`src/rtl/cordic_pkg.sv`:
```
// Shared constants for the CORDIC angle reducer.
// Angles are Q3.29 radians; coordinates are Q2.14.
package cordic_pkg;

  localparam logic [31:0] HALF_PI_Q329     = 32'h3243F6A9;
  localparam logic [31:0] INV_HALF_PI_Q032 = 32'hA2F9836E;
  localparam logic [15:0] GAIN_Q214        = 16'h26DD;

  typedef logic [2:0] state_t;

  localparam state_t S_IDLE   = 3'd0;
  localparam state_t S_MULT   = 3'd1;
  localparam state_t S_REDUCE = 3'd2;
  localparam state_t S_ISSUE  = 3'd3;
  localparam state_t S_WAIT   = 3'd4;

endpackage

```
`src/rtl/cordic_quad_vector.sv`:
```
// Maps quadrant q mod 4 to the rotator start vector,
// i.e. (GAIN, 0) rotated by q*pi/2.
module cordic_quad_vector
  import cordic_pkg::*;
#(
  parameter int              WIDTH = 16,
  parameter logic [WIDTH-1:0] GAIN = GAIN_Q214
) (
  input  logic [1:0]       q,
  output logic [WIDTH-1:0] x_start,
  output logic [WIDTH-1:0] y_start
);

  logic [WIDTH-1:0] neg_gain;

  assign neg_gain = '0 - GAIN;

  always_comb begin
    x_start = '0;
    y_start = '0;
    unique case (1'b1)
      (q == 2'd0): x_start = GAIN;
      (q == 2'd1): y_start = GAIN;
      (q == 2'd2): x_start = neg_gain;
      default:     y_start = neg_gain;
    endcase
  end

endmodule

```
`src/rtl/cordic_angle_reducer.sv`:
```
// Quadrant reduction ahead of the CORDIC rotator.
// Optional WAIT watchdog: define CORDIC_REDUCER_TIMEOUT_EN.
module cordic_angle_reducer
  import cordic_pkg::*;
#(
  parameter int               WIDTH          = 16,
  parameter int               ANGLE_WIDTH    = 32,
  parameter logic [WIDTH-1:0] GAIN           = GAIN_Q214,
  parameter int               TIMEOUT_CYCLES = 64
) (
  input  logic                   clock,
  input  logic                   reset_n,
  input  logic                   in_valid,
  output logic                   in_ready,
  input  logic [ANGLE_WIDTH-1:0] angle_in,
  output logic                   cordic_start,
  output logic [WIDTH-1:0]       cordic_x_start,
  output logic [WIDTH-1:0]       cordic_y_start,
  output logic [ANGLE_WIDTH-1:0] cordic_angle,
  input  logic                   cordic_done,
  output logic [1:0]             quadrant,
  output logic                   busy,
  output logic                   err_timeout
);

  localparam int AW = ANGLE_WIDTH;
  localparam int PW = 2 * AW;
  localparam int RW = AW + 3;
  localparam logic [PW-1:0] HALF_Q = PW'(1) << (PW - 4);

  state_t           state_q, state_d;
  logic [AW-1:0]    angle_q, angle_d;
  logic [PW-1:0]    prod_q, prod_d;
  logic [AW-1:0]    res_q, res_d;
  logic [1:0]       quad_q, quad_d;
  logic [WIDTH-1:0] x_q, x_d;
  logic [WIDTH-1:0] y_q, y_d;
  logic             done_d_q;

  logic [PW-1:0]    a_ext;
  logic [PW-1:0]    k_ext;
  logic [2:0]       q_full;
  logic [RW-1:0]    a35;
  logic [RW-1:0]    q35;
  logic [RW-1:0]    hp35;
  logic [AW-1:0]    res_new;
  logic [WIDTH-1:0] qv_x;
  logic [WIDTH-1:0] qv_y;
  logic             done_rise;
  logic             tmo_hit;

  // signed angle times unsigned 2/pi; the true product fits in PW bits
  assign a_ext = {{AW{angle_q[AW-1]}}, angle_q};
  assign k_ext = {AW'(0), AW'(INV_HALF_PI_Q032)};

  // round half up: top 3 bits of (prod + 0.5 quadrant) are q in -3..+3
  assign q_full  = 3'((prod_q + HALF_Q) >> (PW - 3));
  assign a35     = {{3{angle_q[AW-1]}}, angle_q};
  assign q35     = {{AW{q_full[2]}}, q_full};
  assign hp35    = {3'b000, AW'(HALF_PI_Q329)};
  assign res_new = AW'(a35 - q35 * hp35);

  assign done_rise = cordic_done & ~done_d_q;

  cordic_quad_vector #(
    .WIDTH (WIDTH),
    .GAIN  (GAIN)
  ) u_quad_vector (
    .q       (q_full[1:0]),
    .x_start (qv_x),
    .y_start (qv_y)
  );

`ifdef CORDIC_REDUCER_TIMEOUT_EN
  logic [15:0] cnt_q, cnt_d;

  assign tmo_hit = (state_q == S_WAIT) && !done_rise
                && (cnt_q == 16'(TIMEOUT_CYCLES - 1));

  always_comb begin
    cnt_d = cnt_q;
    if (state_q == S_ISSUE) begin
      cnt_d = '0;
    end else if (state_q == S_WAIT) begin
      cnt_d = cnt_q + 16'd1;
    end
  end

  always_ff @(posedge clock or negedge reset_n) begin
    if (!reset_n) begin
      cnt_q <= '0;
    end else begin
      cnt_q <= cnt_d;
    end
  end

  assign err_timeout = tmo_hit;
`else
  assign tmo_hit     = 1'b0;
  assign err_timeout = (TIMEOUT_CYCLES < 0);
`endif

  always_comb begin
    state_d = state_q;
    angle_d = angle_q;
    prod_d  = prod_q;
    res_d   = res_q;
    quad_d  = quad_q;
    x_d     = x_q;
    y_d     = y_q;
    unique case (1'b1)
      (state_q == S_IDLE): begin
        if (in_valid) begin
          angle_d = angle_in;
          state_d = S_MULT;
        end
      end
      (state_q == S_MULT): begin
        prod_d  = a_ext * k_ext;
        state_d = S_REDUCE;
      end
      (state_q == S_REDUCE): begin
        res_d   = res_new;
        quad_d  = q_full[1:0];
        x_d     = qv_x;
        y_d     = qv_y;
        state_d = S_ISSUE;
      end
      (state_q == S_ISSUE): begin
        state_d = S_WAIT;
      end
      (state_q == S_WAIT): begin
        if (done_rise || tmo_hit) begin
          state_d = S_IDLE;
        end
      end
      default: state_d = S_IDLE;
    endcase
  end

  // done_d tracks the done level, so a level held over from the
  // previous operation never looks like a fresh rising edge
  always_ff @(posedge clock or negedge reset_n) begin
    if (!reset_n) begin
      state_q  <= S_IDLE;
      angle_q  <= '0;
      prod_q   <= '0;
      res_q    <= '0;
      quad_q   <= '0;
      x_q      <= '0;
      y_q      <= '0;
      done_d_q <= 1'b0;
    end else begin
      state_q  <= state_d;
      angle_q  <= angle_d;
      prod_q   <= prod_d;
      res_q    <= res_d;
      quad_q   <= quad_d;
      x_q      <= x_d;
      y_q      <= y_d;
      done_d_q <= cordic_done;
    end
  end

  assign in_ready       = (state_q == S_IDLE);
  assign busy           = (state_q != S_IDLE);
  assign cordic_start   = (state_q == S_ISSUE);
  assign cordic_x_start = x_q;
  assign cordic_y_start = y_q;
  assign cordic_angle   = res_q;
  assign quadrant       = quad_q;

endmodule

```
`config.mk`:
```
export PLATFORM = sky130hd
export DESIGN_NAME = cordic_angle_reducer
export DESIGN_NICKNAME = d
export VERILOG_FILES = /design/src/rtl/cordic_pkg.sv /design/src/rtl/cordic_quad_vector.sv /design/src/rtl/cordic_angle_reducer.sv
export SDC_FILE = /design/constraint.sdc
export NUM_CORES = 1
export LEC_CHECK = 0
export CORE_MARGIN = 2
export CORE_UTILIZATION = 25
export CTS_CLUSTER_SIZE = 12
export DETAILED_ROUTE_END_ITERATION = 10
export HOLD_SLACK_MARGIN = 0.08
export PLACE_DENSITY_LB_ADDON = 0.08
export SLEW_MARGIN = 20
export SYNTH_ARGS = -nofsm -noshare
export SYNTH_HDL_FRONTEND = slang
export SYNTH_SLANG_ARGS = --single-unit
```
`constraint.sdc`:
```
create_clock -name clock -period 18.1 [get_ports clock]
set_input_delay 1.81 -clock clock [delete_from_list [all_inputs] [get_ports clock]]
set_output_delay 1.81 -clock clock [all_outputs]
set_load 0.01 [all_outputs]
```
==> metrics.md <==
| Metric | Value |
|---|---|
| All-Layer GR Usage | 16.5% |
| Setup CP Type | reg2reg |
| R2R Path Start | angle_q[30]$_DFFE_PN0P_ |
| Grt ovf | 0 |
| Max cap viols | 0 |
| Wire length per cell | 20.5 um |
| Mux contribution to synthesized area | 0.217% |
| Netlist cell types | 69 |
| Tcrit/Tclk final | 41.5% |
| Asr flop ratio synth | 100% |
| Reg2Reg Depth | 21 |
| Die W | 312 um |
| Vias in the first global route | 17,800 |
| Main combinational cell family by area after synthesis | adder cells |
| Syn_nets | 3,329 |
| Synth top area share | 42.1% |
| Outcome | complete, no violations |
| Antenna violations before repair | 0 |
| Mapped Area | 23,700 um^2 |
| Post-CTS setup buffer count | 0 |
| Top-count cell post-synth | inv_1 |
| TritonCTS buffer count | 9 |
| Unrepaired setup endpoints after global routing | false |
| Port Buf Inserts | 104 |
| Final max-slew violation count | 0 |
| Rel. slew slack | 19.3% |
| Die height | 312 um |
| DRC viols | 0 |
| Setup Skew | 0.00880 ns |
| Post-Syn Instances | 2,395 |
| Io pins | 106 |
| Worst Hold Class | reg2reg |
| Final nets | 3,398 |
| Complex-gate fraction of the synthesized area | 6.90% |
| Global-route wire length before repair | 118,000 um |
| Root Buffer | clkbuf_16 |
| Via count | 15,500 |
| Row count | 112 |
| Setup Viol. Count Final | 0 |
| Top FF cell, synth | dfrtp_1 |
| Reg area | 2000 um^2 |
| Critical Path AT | 7.75 ns |
| Capture point of the worst path | prod_q[62]$_DFFE_PN0P_ |
| Final hold vios | 0 |
| Top cells by area, synth | fa_1 (42%), ha_1 (21%), inv_1 (12%), dfrtp_1 (8.5%), nand2_1 (2.0%) |
| Crit. End Element | flop |
| Reg2Reg Setup Slack | 10.59 ns |
| Crit Path Max Fanout | 10 |
| TritonRoute pass-1 iters | 5 |
| Layout cells sized above 1 | 1.90% |
| Area occupied by multi-input gates | 18,400 um^2 |
| Placer Congestion | 0.832 |
| Fmax achieved | 133 MHz |
| Fraction of synthesized cell area in xor and xnor cells | 1.67% |
| Final WL | 76,400 um |
| Layout overhead on the synthesized area | 11.4% |
| Post-route setup TNS | 0 ns |
| Critical Path RT | 18.35 ns |
| Reg clk slew, reported paths | 0.07 ns |
| Seq cells post-synth | 80 |
| CP Launch Type | flop |
| CTS max path bufs | 2 |
| Slew @ Worst Pin | 1.21 ns |
| Clock latency on the worst-skew pair | 0.39 ns |
| H-tree depth | 3 |
| Die area | 97,100 um^2 |
| Area of the core | 93,600 um^2 |
| CTS tree | yes |
| CP startpoint | angle_q[30]$_DFFE_PN0P_ |
| Clock sinks | 80 |
| Synth warn | 0 |
| Commonest cells in the netlist | inv_1 (776), fa_1 (497), ha_1 (401), nand2_1 (123), o21ai_0 (91) |
| Hold_buf cts | 0 |
| Post-Synth Adder-Cell Area | 63.3% |
| Vias per cell | 4.17 |
| # fillers | 10,100 |
| Starting Density | 25.3% |
| Sequential share of the synthesized area | 8.46% |
| Post-synth EDFFs | 0 |
| Post-layout min period | 7.51 ns |
| Worst reg2reg endpoint | prod_q[62]$_DFFE_PN0P_ |
| Simple-gate area share of the yosys netlist | 5.68% |
| Post-cts resize count | 0 |
| Antenna Violating Nets Remaining | 0 |
| DR iter-0 viols | 695 |
| Syn avg cell area | 9.88 um^2 |
| Hpwl dp | 69,400 um |
| Synth area leader | fa_1 |
| Largest net degree at the start of global routing | 78 |
## sequential cells by signal (all words and copies together), names as in the netlist
| signal | flops |
|---|---|
| angle_q | 32 |
| cordic_angle | 32 |
| cordic_x_start | 3 |
| cordic_y_start | 3 |
| done_d_q | 1 |
| prod_q | 4 |
| quadrant | 2 |
| state_q | 3 |
## cells by family after synthesis
logic type / after synthesis
fa+ha+maj: 898
buf+inv: 833
simple gates: 275
compound gates: 258
flops: 80
xor+xnor: 45
mux: 5
other cells: 1
## metrics by stage
stage / cells / worst slack [ns] / area [um^2] / hold slack [ns] / util, %
4_1_cts: 3723 / 10.41 / 26300 / 0.485 / 28.1
2_1_floorplan: 2395 / 9.84 / 23700 / 0.470 / -
6_report: 3724 / 10.59 / 26300 / 0.478 / 28.1
3_5_place_dp: 3707 / 10.43 / 26000 / 0.466 / 27.8
3_3_place_gp: 3707 / 10.51 / 26000 / 0.463 / 27.8
5_1_grt: 3723 / 10.10 / 26300 / 0.515 / 28.1
## cells in the final DEF (no fill, tap or decap), types with 3 or more instances in the layout
cell             count
a211o_1              3
a211oi_1            12
a21o_1              20
a21oi_1             56
a221oi_1             3
a31oi_1             11
and2_1               5
and3_1              14
and4_1               7
buf_4               12
clkbuf_16            9
clkdlybuf4s50_1    103
dfrtp_1             79
fa_1               497
ha_1               401
inv_1              775
mux2i_1              4
nand2_1            122
nand2b_1            10
nand3_1             24
nand4_1             17
nor2_1              29
nor2b_1              5
nor3_1              14
nor3b_1              7
o211a_1              3
o211ai_1            10
o21a_1               7
o21ai_0             91
o21bai_1             7
o31ai_1              6
or2_2                3
or3_1                3
or4_1                4
xnor2_1             29
xor2_1              16
## worst min-delay path by stage
| stage | cells past startpoint | end | slack, ns | startpoint |
|---|---|---|---|---|
| 6_report | 2 | cordic_angle[13]$_DFFE_PN0P_ | 0.48 | cordic_angle[13]$_DFFE_PN0P_ |
| 3_5_place_dp | 2 | cordic_angle[13]$_DFFE_PN0P_ | 0.47 | cordic_angle[13]$_DFFE_PN0P_ |
| 2_1_floorplan | 2 | prod_q[63]$_DFFE_PN0P_ | 0.47 | prod_q[63]$_DFFE_PN0P_ |
| 3_3_place_gp | 2 | cordic_angle[13]$_DFFE_PN0P_ | 0.46 | cordic_angle[13]$_DFFE_PN0P_ |
| 4_1_cts | 2 | cordic_angle[13]$_DFFE_PN0P_ | 0.48 | cordic_angle[13]$_DFFE_PN0P_ |
| 5_1_grt | 2 | cordic_angle[9]$_DFFE_PN0P_ | 0.52 | cordic_angle[9]$_DFFE_PN0P_ |
## area by class of cell
cell class                      instances  share of cell area [%]
Clock inverter                          6                   0.370
Timing Repair Buffer                  115                    4.26
Clock buffer                           10                   0.907
Tap cell                             1254                    5.96
Inverter                              776                    11.1
Multi-Input combinational cell       1482                    69.8
Sequential cell                        80                    7.60
Antenna cell                            1                 0.00950
## worst max-delay path, cell delays in order, from the launching register on
cell and delay [ns]:
dfrtp_1 0.66, inv_1 0.48, fa_1 0.64, fa_1 0.46
fa_1 0.52, inv_1 0.05, fa_1 0.55, fa_1 0.43
fa_1 0.46, fa_1 0.49, inv_1 0.05, fa_1 0.47
inv_1 0.04, ha_1 0.31, a21oi_1 0.22, o221ai_1 0.14
a21oi_1 0.27, and3_1 0.25, o21ai_0 0.10, o31ai_1 0.51
nand2b_1 0.17, o311ai_0 0.10
## per-layer routing
metal / track usage, % / wire length (um) / vias to the layer above
met5: 0 / 0 / -
met4: 3.09 / 1230 / 0
met3: 2.04 / 2310 / 45
met2: 27.0 / 36300 / 184
met1: 23.3 / 36600 / 7928
li1: - / - / 7389
Power is left out: the tool's default activity adds up to more than one toggle a clock period on the data nets, which glitch-free logic cannot reach.
